$ cat config.mk
export PLATFORM = sky130hd
export DESIGN_NAME = pmp_access_arbiter
export DESIGN_NICKNAME = d
export VERILOG_FILES = /design/src/rtl/pmp_access_arbiter_pkg.sv /design/src/rtl/pmp_access_arbiter_rr_arbiter.sv /design/src/rtl/pmp_access_arbiter.sv
export SDC_FILE = /design/constraint.sdc
export NUM_CORES = 1
export LEC_CHECK = 0
export BUFFER_PORTS_ARGS = -buffer_cell sky130_fd_sc_hd__buf_2
export CELL_PAD_IN_SITES_DETAIL_PLACEMENT = 1
export CELL_PAD_IN_SITES_GLOBAL_PLACEMENT = 1
export CORE_MARGIN = 5
export CORE_UTILIZATION = 35
export DETAILED_ROUTE_END_ITERATION = 16
export GPL_ROUTABILITY_DRIVEN = 0
export PLACE_DENSITY = 0.89
export SETUP_SLACK_MARGIN = 0.02
export SLEW_MARGIN = 10
export SYNTH_ARGS = -nofsm -noshare
export SYNTH_HDL_FRONTEND = slang
export SYNTH_SLANG_ARGS = --single-unit
$ cat constraint.sdc
create_clock -name clk -period 6.75 [get_ports clk]
set_input_delay 1.35 -clock clk [delete_from_list [all_inputs] [get_ports clk]]
set_output_delay 1.35 -clock clk [all_outputs]
set_load 0.05 [all_outputs]
$ cat src/rtl/pmp_access_arbiter_pkg.sv
// Shared types and constants for the PMP access arbiter.
//   arb_state_e : arbiter FSM states
//   pmp_req_t   : operands of one permission check (addr/oper/size/priv)
//   PMPCFG_BASE / PMPADDR_BASE : CSR addresses of pmpcfg0 and pmpaddr0
package pmp_access_arbiter_pkg;

    localparam int PMP_ADDR_W = 32;

    localparam logic [11:0] PMPCFG_BASE  = 12'h3A0;
    localparam logic [11:0] PMPADDR_BASE = 12'h3B0;

    typedef enum logic [2:0] {
        IDLE,
        CHECK,
        RESP,
        CSR_WR,
        CSR_ACK
    } arb_state_e;

    typedef struct packed {
        logic [PMP_ADDR_W-1:0] addr;
        logic [1:0]            oper;
        logic [1:0]            size;
        logic [1:0]            priv;
    } pmp_req_t;

endpackage

$ cat src/rtl/pmp_access_arbiter_rr_arbiter.sv
// Round-robin request picker.
//   req       : request vector, one bit per port
//   ptr       : port with highest priority this cycle
//   grant_oh  : one-hot grant (first requesting port at or after ptr)
//   grant_idx : index of the granted port
//   grant_vld : any port granted
module rr_arbiter #(
    parameter int NUM_REQ = 2,
    parameter int PTR_W   = $clog2(NUM_REQ)
) (
    input  logic [NUM_REQ-1:0] req,
    input  logic [PTR_W-1:0]   ptr,
    output logic [NUM_REQ-1:0] grant_oh,
    output logic [PTR_W-1:0]   grant_idx,
    output logic               grant_vld
);

    logic [PTR_W-1:0] idx;

    always_comb begin
        grant_oh  = '0;
        grant_idx = '0;
        grant_vld = 1'b0;
        idx       = '0;
        for (int i = 0; i < NUM_REQ; i++) begin
            idx = PTR_W'((int'(ptr) + i) % NUM_REQ);
            if (!grant_vld && req[idx]) begin
                grant_vld     = 1'b1;
                grant_oh[idx] = 1'b1;
                grant_idx     = idx;
            end
        end
    end

endmodule

$ cat src/rtl/pmp_access_arbiter.sv
// Shares one pmp_check between NUM_REQ requesters and serialises pmp_registers
// CSR writes against in-flight checks. One check in flight at a time.
//
// Ports
//   clk, reset                 clock, async active-high reset
//   req_valid/req_ready        per-port check request handshake
//   req_addr/oper/size/priv    per-port packed operands
//   rsp_valid/rsp_ready        per-port result handshake, rsp_perm shared
//   csr_wr_req/addr/data/ack   CSR write request (held until ack pulse)
//   chk_addr/oper/size/priv    registered operands to pmp_check
//   chk_permission             combinational result from pmp_check
//   reg_wr_en/reg_addr/wdata   write strobe and data to pmp_registers
//
// State   | Meaning
// IDLE    | pick CSR write or next check request
// CHECK   | operands presented to pmp_check, result sampled at end of cycle
// RESP    | rsp_valid held to the granted port until rsp_ready
// CSR_WR  | one-cycle reg_wr_en with captured address/data
// CSR_ACK | one-cycle csr_wr_ack
module pmp_access_arbiter
    import pmp_access_arbiter_pkg::*;
#(
    parameter int NUM_REQ    = 2,
    parameter int ADDR_W     = 32,
    parameter int CSR_ADDR_W = 12
) (
    input  logic                    clk,
    input  logic                    reset,
    input  logic [NUM_REQ-1:0]      req_valid,
    output logic [NUM_REQ-1:0]      req_ready,
    input  logic [NUM_REQ*ADDR_W-1:0] req_addr,
    input  logic [NUM_REQ*2-1:0]    req_oper,
    input  logic [NUM_REQ*2-1:0]    req_size,
    input  logic [NUM_REQ*2-1:0]    req_priv,
    output logic [NUM_REQ-1:0]      rsp_valid,
    input  logic [NUM_REQ-1:0]      rsp_ready,
    output logic [1:0]              rsp_perm,
    input  logic                    csr_wr_req,
    input  logic [CSR_ADDR_W-1:0]   csr_wr_addr,
    input  logic [ADDR_W-1:0]       csr_wr_data,
    output logic                    csr_wr_ack,
    output logic [ADDR_W-1:0]       chk_addr,
    output logic [1:0]              chk_oper,
    output logic [1:0]              chk_size,
    output logic [1:0]              chk_priv,
    input  logic [1:0]              chk_permission,
    output logic                    reg_wr_en,
    output logic [CSR_ADDR_W-1:0]   reg_addr,
    output logic [ADDR_W-1:0]       reg_wdata
);

    localparam int PTR_W = $clog2(NUM_REQ);

    arb_state_e              state_q, state_d;
    logic [PTR_W-1:0]        rr_ptr_q, rr_ptr_d;
    logic [PTR_W-1:0]        grant_q, grant_d;
    logic                    csr_starve_q, csr_starve_d;
    pmp_req_t                chk_q, chk_d;
    logic [1:0]              rsp_perm_q, rsp_perm_d;
    logic [CSR_ADDR_W-1:0]   reg_addr_q, reg_addr_d;
    logic [ADDR_W-1:0]       reg_wdata_q, reg_wdata_d;

    pmp_req_t                req_vec [NUM_REQ];
    logic [NUM_REQ-1:0]      arb_oh;
    logic [PTR_W-1:0]        arb_idx;
    logic                    arb_vld;
    logic                    any_valid;

    always_comb begin
        for (int i = 0; i < NUM_REQ; i++) begin
            req_vec[i].addr = PMP_ADDR_W'(req_addr[i*ADDR_W +: ADDR_W]);
            req_vec[i].oper = req_oper[i*2 +: 2];
            req_vec[i].size = req_size[i*2 +: 2];
            req_vec[i].priv = req_priv[i*2 +: 2];
        end
    end

    assign any_valid = |req_valid;

    rr_arbiter #(
        .NUM_REQ (NUM_REQ),
        .PTR_W   (PTR_W)
    ) u_rr_arbiter (
        .req       (req_valid),
        .ptr       (rr_ptr_q),
        .grant_oh  (arb_oh),
        .grant_idx (arb_idx),
        .grant_vld (arb_vld)
    );

    always_comb begin
        state_d      = state_q;
        rr_ptr_d     = rr_ptr_q;
        grant_d      = grant_q;
        csr_starve_d = csr_starve_q;
        chk_d        = chk_q;
        rsp_perm_d   = rsp_perm_q;
        reg_addr_d   = reg_addr_q;
        reg_wdata_d  = reg_wdata_q;
        req_ready    = '0;

        case (state_q)
            IDLE: begin
                // A starved check only beats the CSR write if one is actually waiting.
                if (csr_wr_req && (!csr_starve_q || !arb_vld)) begin
                    reg_addr_d  = csr_wr_addr;
                    reg_wdata_d = csr_wr_data;
                    state_d     = CSR_WR;
                end else if (arb_vld) begin
                    req_ready    = arb_oh;
                    grant_d      = arb_idx;
                    chk_d        = req_vec[arb_idx];
                    rr_ptr_d     = PTR_W'((int'(arb_idx) + 1) % NUM_REQ);
                    csr_starve_d = 1'b0;
                    state_d      = CHECK;
                end
            end
            CHECK: begin
                rsp_perm_d = chk_permission;
                state_d    = RESP;
            end
            RESP: begin
                if (rsp_ready[grant_q]) begin
                    state_d = IDLE;
                end
            end
            CSR_WR: begin
                if (any_valid) begin
                    csr_starve_d = 1'b1;
                end
                state_d = CSR_ACK;
            end
            CSR_ACK: begin
                state_d = IDLE;
            end
            default: begin
                state_d = IDLE;
            end
        endcase
    end

    always_ff @(posedge clk or posedge reset) begin
        if (reset) begin
            state_q      <= IDLE;
            rr_ptr_q     <= '0;
            grant_q      <= '0;
            csr_starve_q <= 1'b0;
            chk_q        <= '0;
            rsp_perm_q   <= '0;
            reg_addr_q   <= '0;
            reg_wdata_q  <= '0;
        end else begin
            state_q      <= state_d;
            rr_ptr_q     <= rr_ptr_d;
            grant_q      <= grant_d;
            csr_starve_q <= csr_starve_d;
            chk_q        <= chk_d;
            rsp_perm_q   <= rsp_perm_d;
            reg_addr_q   <= reg_addr_d;
            reg_wdata_q  <= reg_wdata_d;
        end
    end

    // Strobes decode straight from the state flop, so reset clears them asynchronously.
    assign rsp_valid  = (state_q == RESP) ? (NUM_REQ'(1) << grant_q) : '0;
    assign reg_wr_en  = (state_q == CSR_WR);
    assign csr_wr_ack = (state_q == CSR_ACK);

    assign rsp_perm  = rsp_perm_q;
    assign chk_addr  = ADDR_W'(chk_q.addr);
    assign chk_oper  = chk_q.oper;
    assign chk_size  = chk_q.size;
    assign chk_priv  = chk_q.priv;
    assign reg_addr  = reg_addr_q;
    assign reg_wdata = reg_wdata_q;

endmodule

==> results of run 1 <==
## layout make-up
cell class / instances / share of cell area (%)
clock buffer: 11 / 2.698
clock inverter: 4 / 1.456
inverter: 3 / 0.2387
multi-input combinational: 189 / 27.98
sequential: 90 / 42.97
tap: 140 / 3.342
timing repair buffer: 221 / 21.32
## worst paths after layout
check                                   from            to
worst max-delay path            req_valid[0]  req_ready[0]
worst min-delay path            chk_addr[19]  chk_addr[19]
worst max register to register    state_q[2]   reg_addr[7]
worst min register to register  chk_addr[19]  chk_addr[19]
max in group asynchronous              reset   chk_addr[6]
min in group asynchronous              reset   reg_addr[4]
## kinds of logic after synthesis
| family | count (synthesis) | share of synthesized area (%) |
|---|---|---|
| compound gates | 49 | 7.091 |
| mux | 85 | 23.73 |
| buf+inv | 19 | 3.464 |
| flops | 90 | 58.82 |
| simple gates | 55 | 6.896 |
## layout by cell type, fill, tap and decap left out, drive strengths merged, types with 2 or more instances in the layout
| cell type | count |
|---|---|
| dfrtp | 90 |
| clkinv | 2 |
| nor2 | 7 |
| nor3b | 2 |
| inv | 2 |
| nand2 | 39 |
| o21ai | 40 |
| buf | 221 |
| clkbuf | 11 |
| a21oi | 3 |
| bufinv | 2 |
| mux2 | 46 |
| and3b | 2 |
| mux2i | 39 |
## flip-flops by register name, summed over array words and instances (netlist names)
register      count
grant_q           1
chk_oper          2
csr_starve_q      1
chk_priv          2
reg_addr         12
rsp_perm          2
chk_addr         32
rr_ptr_q          1
state_q           3
reg_wdata        32
chk_size          2
## Yosys cell counts
| cell type | count | area [um^2] |
|---|---|---|
| buf_6 | 6 | 67.56 |
| nor3_4 | 1 | 16.27 |
| mux2i_1 | 39 | 390.4 |
| o21ai_0 | 35 | 175.2 |
| inv_1 | 3 | 11.26 |
| and4bb_2 | 1 | 12.51 |
| a21oi_1 | 3 | 15.01 |
| nor2_2 | 1 | 6.260 |
| nor2_1 | 6 | 22.52 |
| nand3b_1 | 1 | 7.510 |
| o21ai_1 | 5 | 25.02 |
| buf_4 | 4 | 30.03 |
| a21o_1 | 1 | 7.510 |
| o221a_2 | 1 | 11.26 |
| and3b_2 | 2 | 20.02 |
| nand2_2 | 1 | 6.260 |
| mux2_2 | 46 | 518.0 |
| o221ai_2 | 1 | 15.01 |
| clkbuf_1 | 5 | 18.77 |
| o21a_1 | 1 | 7.510 |
| nor3b_1 | 2 | 15.01 |
| o21bai_1 | 1 | 7.510 |
| a21boi_0 | 1 | 7.510 |
| and2_1 | 1 | 6.260 |
| nor4b_1 | 1 | 8.760 |
| dfrtp_1 | 90 | 2252 |
| buf_2 | 1 | 5.000 |
| nand2_1 | 38 | 142.6 |
## metrics by stage
| stage | cells | util (%) | cell area (um^2) | hold WS [ns] | setup WS [ns] |
|---|---|---|---|---|---|
| after floorplan | 298 | - | 3829 | 0.4650 | 3.065 |
| after global placement | 643 | 46.51 | 5020 | 0.4600 | 2.710 |
| after detailed placement | 643 | 46.51 | 5020 | 0.4652 | 2.669 |
| after CTS | 658 | 48.53 | 5238 | 0.4837 | 2.666 |
| after global routing | 658 | 48.56 | 5241 | 0.5169 | 2.578 |
| final | 658 | 48.56 | 5241 | 0.4778 | 2.673 |
## metal layers
layer	global-route usage (%)	share of wire [%]
met1	19.16	39
met2	28.87	51
met3	3.330	7.3
met4	6.968	2.4
met5	0	0
## power breakdown
part | internal, mW | switching, mW | leakage [nW]
clock network | 0.218 | 0.182 | 0.106
registers | 0.806 | 0.153 | 1.09
logic | 0.469 | 1.31 | 1.60
total | 1.49 | 1.64 | 2.79
## worst reg2reg max path, delay by kind of cell, from the launching register on
family / cells / cell delay (ns)
simple gates: 2 / 1.01
mux: 1 / 0.56
flops: 1 / 0.48
==> results.py, run 1 <==
metrics = {
    "yosys": {
        "avgSynthCellArea_um2": 12.85,
        "netlist_instances": 298,
        "yosysUniqueCellTypes": 28,
        "synth.yosys.seq_area_share_pct": 58.82,
        "syn_nets": 427,
        "synth_seq_cells": 90,
        "netlist_area_um2": 3829,
        "yosys_warnings": 0,
    },
    "clock_network": {
        "numCtsBuffers": 9,
        "ctsHoldBuffers": 0,
        "clk_latency_ns": 0.35,
        "cts_tree": "done",
        "postCtsSetupRepairBufs": 0,
        "cts_resized": 0,
        "cts.sinks": 90,
        "ctsRootBufferMaster": "clkbuf_8",
        "worst_setup_hold_path_clk_slew_ns": 0.08,
        "htreeDepth": 3,
        "cts-root-to-sink-buffers": 2,
    },
    "critical_path": {
        "rr_worst_depth": 3,
        "start_kind": "primary input",
        "critPathMaxStageDelay_ns": 0.65,
        "cp.required_ns": 5.40,
        "worst-path-stages": 5,
        "critPathSlowestCell": "o21ai_4",
        "reg2reg_slack_ns": 4.58,
        "crit_chain": "buf_2, inv_1, o21ai_4, and2_1, buf_2",
        "path_buf_inv": 3,
        "critical_path.top_delay_family": "compound AO/OA/AOI/OAI gates",
        "path_common_cell": "buf_2",
        "cp_max_fo": 21,
        "worstSetupPathType": "primary input to primary output",
        "worstPathArrival_ns": 2.73,
        "end_kind": "primary output",
    },
    "finish": {
        "multi_input_area_um2": 1466,
        "drive_above_1_share_pct": 56.18,
        "register_area_um2": 2252,
        "diodes": 0,
        "syn_to_final_growth_pct": 36.90,
        "nFillCells": 1232,
        "nets": 643,
    },
    "timing": {
        "fmax_ghz": 0.2453,
        "relSlewSlack_pct": 32.30,
        "fin_crit_ns": 4.077,
        "final-setup-viol-count": 0,
        "period_share_pct": 60.39,
        "rsz0062_at_grt": "false",
        "slew_viol_final": 0,
        "skew_ns": 0.01310,
        "setup_tns_ns": 0,
        "hold_viol_final": 0,
        "worst_pin_slew_ns": 1.012,
    },
    "grt": {
        "grt_antenna_before_repair": 0,
        "grt_overflow_total": 0,
        "grt_max_degree": 91,
        "grt_pass1_vias": 3415,
        "globalRouteTotalUtil_pct": 16.35,
        "grt_pass1_wl_um": 16820,
    },
    "routing": {
        "drt_iter0_drc": 80,
        "drc": 0,
        "wire_per_inst_um": 16.62,
        "drtPass1Iterations": 3,
        "totalWireLength_um": 10930,
        "antenna_left": 0,
        "viasPerCell": 4.699,
        "vias": 3092,
    },
    "place": {
        "numPortBuffers": 218,
        "dp_hpwl_um": 8538,
    },
    "die": {
        "core_area_um2": 10790,
        "fp.dieH_um": 114.6,
        "initial_core_util_pct": 35.47,
        "rows": 38,
        "num_io_pins": 219,
        "die_w_um": 114.6,
        "dieArea_um2": 13130,
    },
    "power": {
        "p_total_mw": 3.138,
        "pwr_density_cell_nw_per_um2": 598.7,
        "ir_worst_vdd_mv": 0.2835,
        "power_leakage_nw": 2.793,
    },
    "run_status": {
        "status": "complete, no violations",
    },
    "hold_path": {
        "hold_depth": 2,
        "hold_path_class": "flip-flop to flip-flop",
    },
    "job": {
        "drv_cap": 0,
    },
}
Power figures use the tool's default switching activity.
==> run 2, diff against run 1 <==
Settings changed: ABC_AREA set to 1, CORE_UTILIZATION 35 to 28, PLACE_DENSITY 0.89 to 0.8.
Clock period 6.75 ns to 3.72 ns, I/O delays scaled along.
==> run 2 against run 1 <==
Sequential share of layout area fell by 3.6 points. Area after synthesis rose by 10%. Final cell count rose by 42%. Setup slack got worse by 1.9 ns. Routed wire length rose by 31%. Non-clock buffer count rose by 5. Register-to-register slack got worse by 2.8 ns. Via count rose by 41%. Critical path depth rose by 1. First-iteration DRC count rose by 93%. Sequential power rose by 76%. Clock-buffer cell count rose by 1.
==> results.py, run 2 <==
metrics = {
    "yosys": {
        "yosys_warnings": 0,
        "synthAdderAreaFrac_pct": 0,
        "yosys.cell_count.top_type": "nand2_1",
        "yosysUniqueCellTypes": 21,
        "synth-edff-count": 0,
        "synth.yosys.seq_area_share_pct": 53.27,
        "synth_seq_cells": 90,
        "synthFlopType": "dfrtp_1",
        "synth_top_family_by_area": "simple AND/OR/NAND/NOR gates",
        "netlist_instances": 543,
        "netlist_area_um2": 4228,
        "muxShareOfSynthArea_pct": 0,
        "netlist_top_cells_count": "nand2_1, dfrtp_1, nand4_1",
        "syn_nets": 672,
        "synth_top_cell_by_area": "dfrtp_1",
        "synthSimpleGateAreaFrac_pct": 40.04,
        "synth_compound_area_share_pct": 0.4735,
        "yosys.area_share.xor_xnor_pct": 0,
        "postSynth.asyncResetShare_pct": 100.0,
        "synthTopCellsByArea": "dfrtp_1, nand2_1, nand4_1, nand3_1, buf_2",
        "yosysTopAreaCellShare_pct": 53.27,
        "avgSynthCellArea_um2": 7.786,
    },
    "timing": {
        "relSlewSlack_pct": 35.18,
        "rsz0062_at_grt": "false",
        "slew_viol_final": 0,
        "hold_slack_ns": 0.4641,
        "setup_tns_ns": 0,
        "hold_viol_final": 0,
        "period_share_pct": 79.76,
        "worst_pin_slew_ns": 0.9713,
        "fin_crit_ns": 2.967,
        "fmax_ghz": 0.3370,
        "skew_ns": 0.009402,
        "final-setup-viol-count": 0,
    },
    "finish": {
        "drive_above_1_share_pct": 33.73,
        "final-instance-count-excl-fill": 935,
        "final_common_cell": "nand2_1",
        "nets": 871,
        "diodes": 0,
        "nFillCells": 1906,
        "layout_common_cells": "nand2_1, buf_2, dfrtp_1",
        "register_area_um2": 2252,
        "fin_area_um2": 5722,
        "syn_to_final_growth_pct": 35.34,
        "multi_input_area_um2": 1713,
    },
    "routing": {
        "drtPass1Iterations": 4,
        "totalWireLength_um": 14350,
        "wire_per_inst_um": 15.34,
        "drt_iter0_drc": 154,
        "drc": 0,
        "vias": 4353,
        "antenna_left": 0,
        "viasPerCell": 4.656,
    },
    "critical_path": {
        "critPathMaxStageDelay_ns": 0.54,
        "worstSetupPathType": "primary input to primary output",
        "critical_path.top_delay_family": "buffers and inverters",
        "worstPathArrival_ns": 2.22,
        "start_kind": "primary input",
        "cp.required_ns": 2.98,
        "rr_worst_depth": 6,
        "end_kind": "primary output",
        "path_buf_inv": 4,
        "crit_chain": "buf_2, nand2_1, inv_1, nand2_1, inv_1, buf_2",
        "critPathSlowestCell": "nand2_1",
        "worst-path-stages": 6,
        "cp_max_fo": 22,
    },
    "run_status": {
        "status": "complete, no violations",
    },
    "clock_network": {
        "postCtsSetupRepairBufs": 0,
        "ctsHoldBuffers": 0,
        "ctsRootBufferMaster": "clkbuf_16",
        "numCtsBuffers": 9,
        "htreeDepth": 3,
        "cts_resized": 0,
        "cts_tree": "done",
        "cts-root-to-sink-buffers": 2,
        "worst_setup_hold_path_clk_slew_ns": 0.06,
        "clk_latency_ns": 0.34,
        "cts.sinks": 90,
    },
    "hold_path": {
        "hold_path_class": "flip-flop to flip-flop",
        "hold_depth": 2,
    },
    "die": {
        "rows": 45,
        "core_area_um2": 15030,
        "num_io_pins": 219,
        "fp.dieH_um": 132.9,
        "dieArea_um2": 17660,
        "die_w_um": 132.9,
        "initial_core_util_pct": 28.12,
    },
    "grt": {
        "grt_max_degree": 91,
        "grt_antenna_before_repair": 1,
        "grt_pass1_wl_um": 23230,
        "globalRouteTotalUtil_pct": 16.13,
        "grt_overflow_total": 0,
        "grt_pass1_vias": 4478,
    },
    "power": {
        "pwr_density_cell_nw_per_um2": 1022,
        "power_leakage_nw": 3.415,
        "ir_worst_vdd_mv": 0.3679,
        "p_total_mw": 5.850,
    },
    "place": {
        "dp_hpwl_um": 10070,
        "dp_cells": 919,
        "post_dp_cell_area_um2": 5415,
        "numPortBuffers": 218,
    },
    "job": {
        "drv_cap": 0,
    },
}
[run 2: cell types whose count changed in the layout (fill, tap and decap cells not counted), moves of 8 or more]
cell and delta:
nand4_1 +44, o21ai_0 -35, clkbuf_16 +9, mux2_2 -46, nand3_1 +41, nand2_1 +258
mux2i_1 -39, clkbuf_8 -8
[run 2: per-stage QoR]
step	worst slack (ns)	util, %
after global routing	0.6012	38.06
after CTS	0.7539	38.06
after detailed placement	0.7625	36.02
after floorplan	0.6407	-
final	0.7528	38.06
after global placement	0.7930	36.02
[run 2: worst register-to-register path, cell delays in order (launching register included)]
cell     delay, ns
dfrtp_1       0.43
nor2_4        0.17
nand2_2       0.11
inv_2         0.07
nand3_2       0.71
nand2_1       0.28
nand2_1       0.08
[run 2: power breakdown]
group          switching, mW  leakage [nW]  internal [mW]  total, mW
registers              0.256          1.13           1.43       1.69
logic                   2.54          2.14          0.682       3.22
clock network          0.387         0.145          0.557      0.944
total                   3.18          3.42           2.67       5.85
[run 2: logic make-up after synthesis]
kind of cell | count (synthesis)
AOI/OAI and AO/OA | 4
buffers and inverters | 51
DFF | 90
and+or+nand+nor | 398
[run 2: metal layers]
| metal | GRT usage, % | vias to the layer above | part of all wire, % |
|---|---|---|---|
| met3 | 5.665 | 14 | 8.7 |
| met1 | 20.50 | 2038 | 45 |
| met2 | 26.10 | 168 | 45 |
| met4 | 4.330 | 2 | 1.2 |
| met5 | 0 | - | 0.14 |
| li1 | - | 2131 | - |
[run 2: final timing paths]
| check | slack [ns] | startpoint | end |
|---|---|---|---|
| worst max-delay path | 0.75 | req_valid[1] | req_ready[1] |
| worst min-delay path | 0.46 | reg_wdata[25] | reg_wdata[25] |
| worst max register to register | 1.75 | state_q[2] | reg_wdata[18] |
| worst min register to register | 0.46 | reg_wdata[25] | reg_wdata[25] |
| max in group asynchronous | 2.81 | reset | rsp_perm[1] |
| min in group asynchronous | 0.50 | reset | chk_addr[8] |
[run 2: cell type report]
type	instances	area share (%)
Tap cell	188	4.111
Clock buffer	12	4.483
Inverter	13	0.8966
Timing Repair Buffer	226	20.34
Sequential cell	90	39.36
Multi-Input combinational cell	402	29.94
Clock inverter	4	0.8747
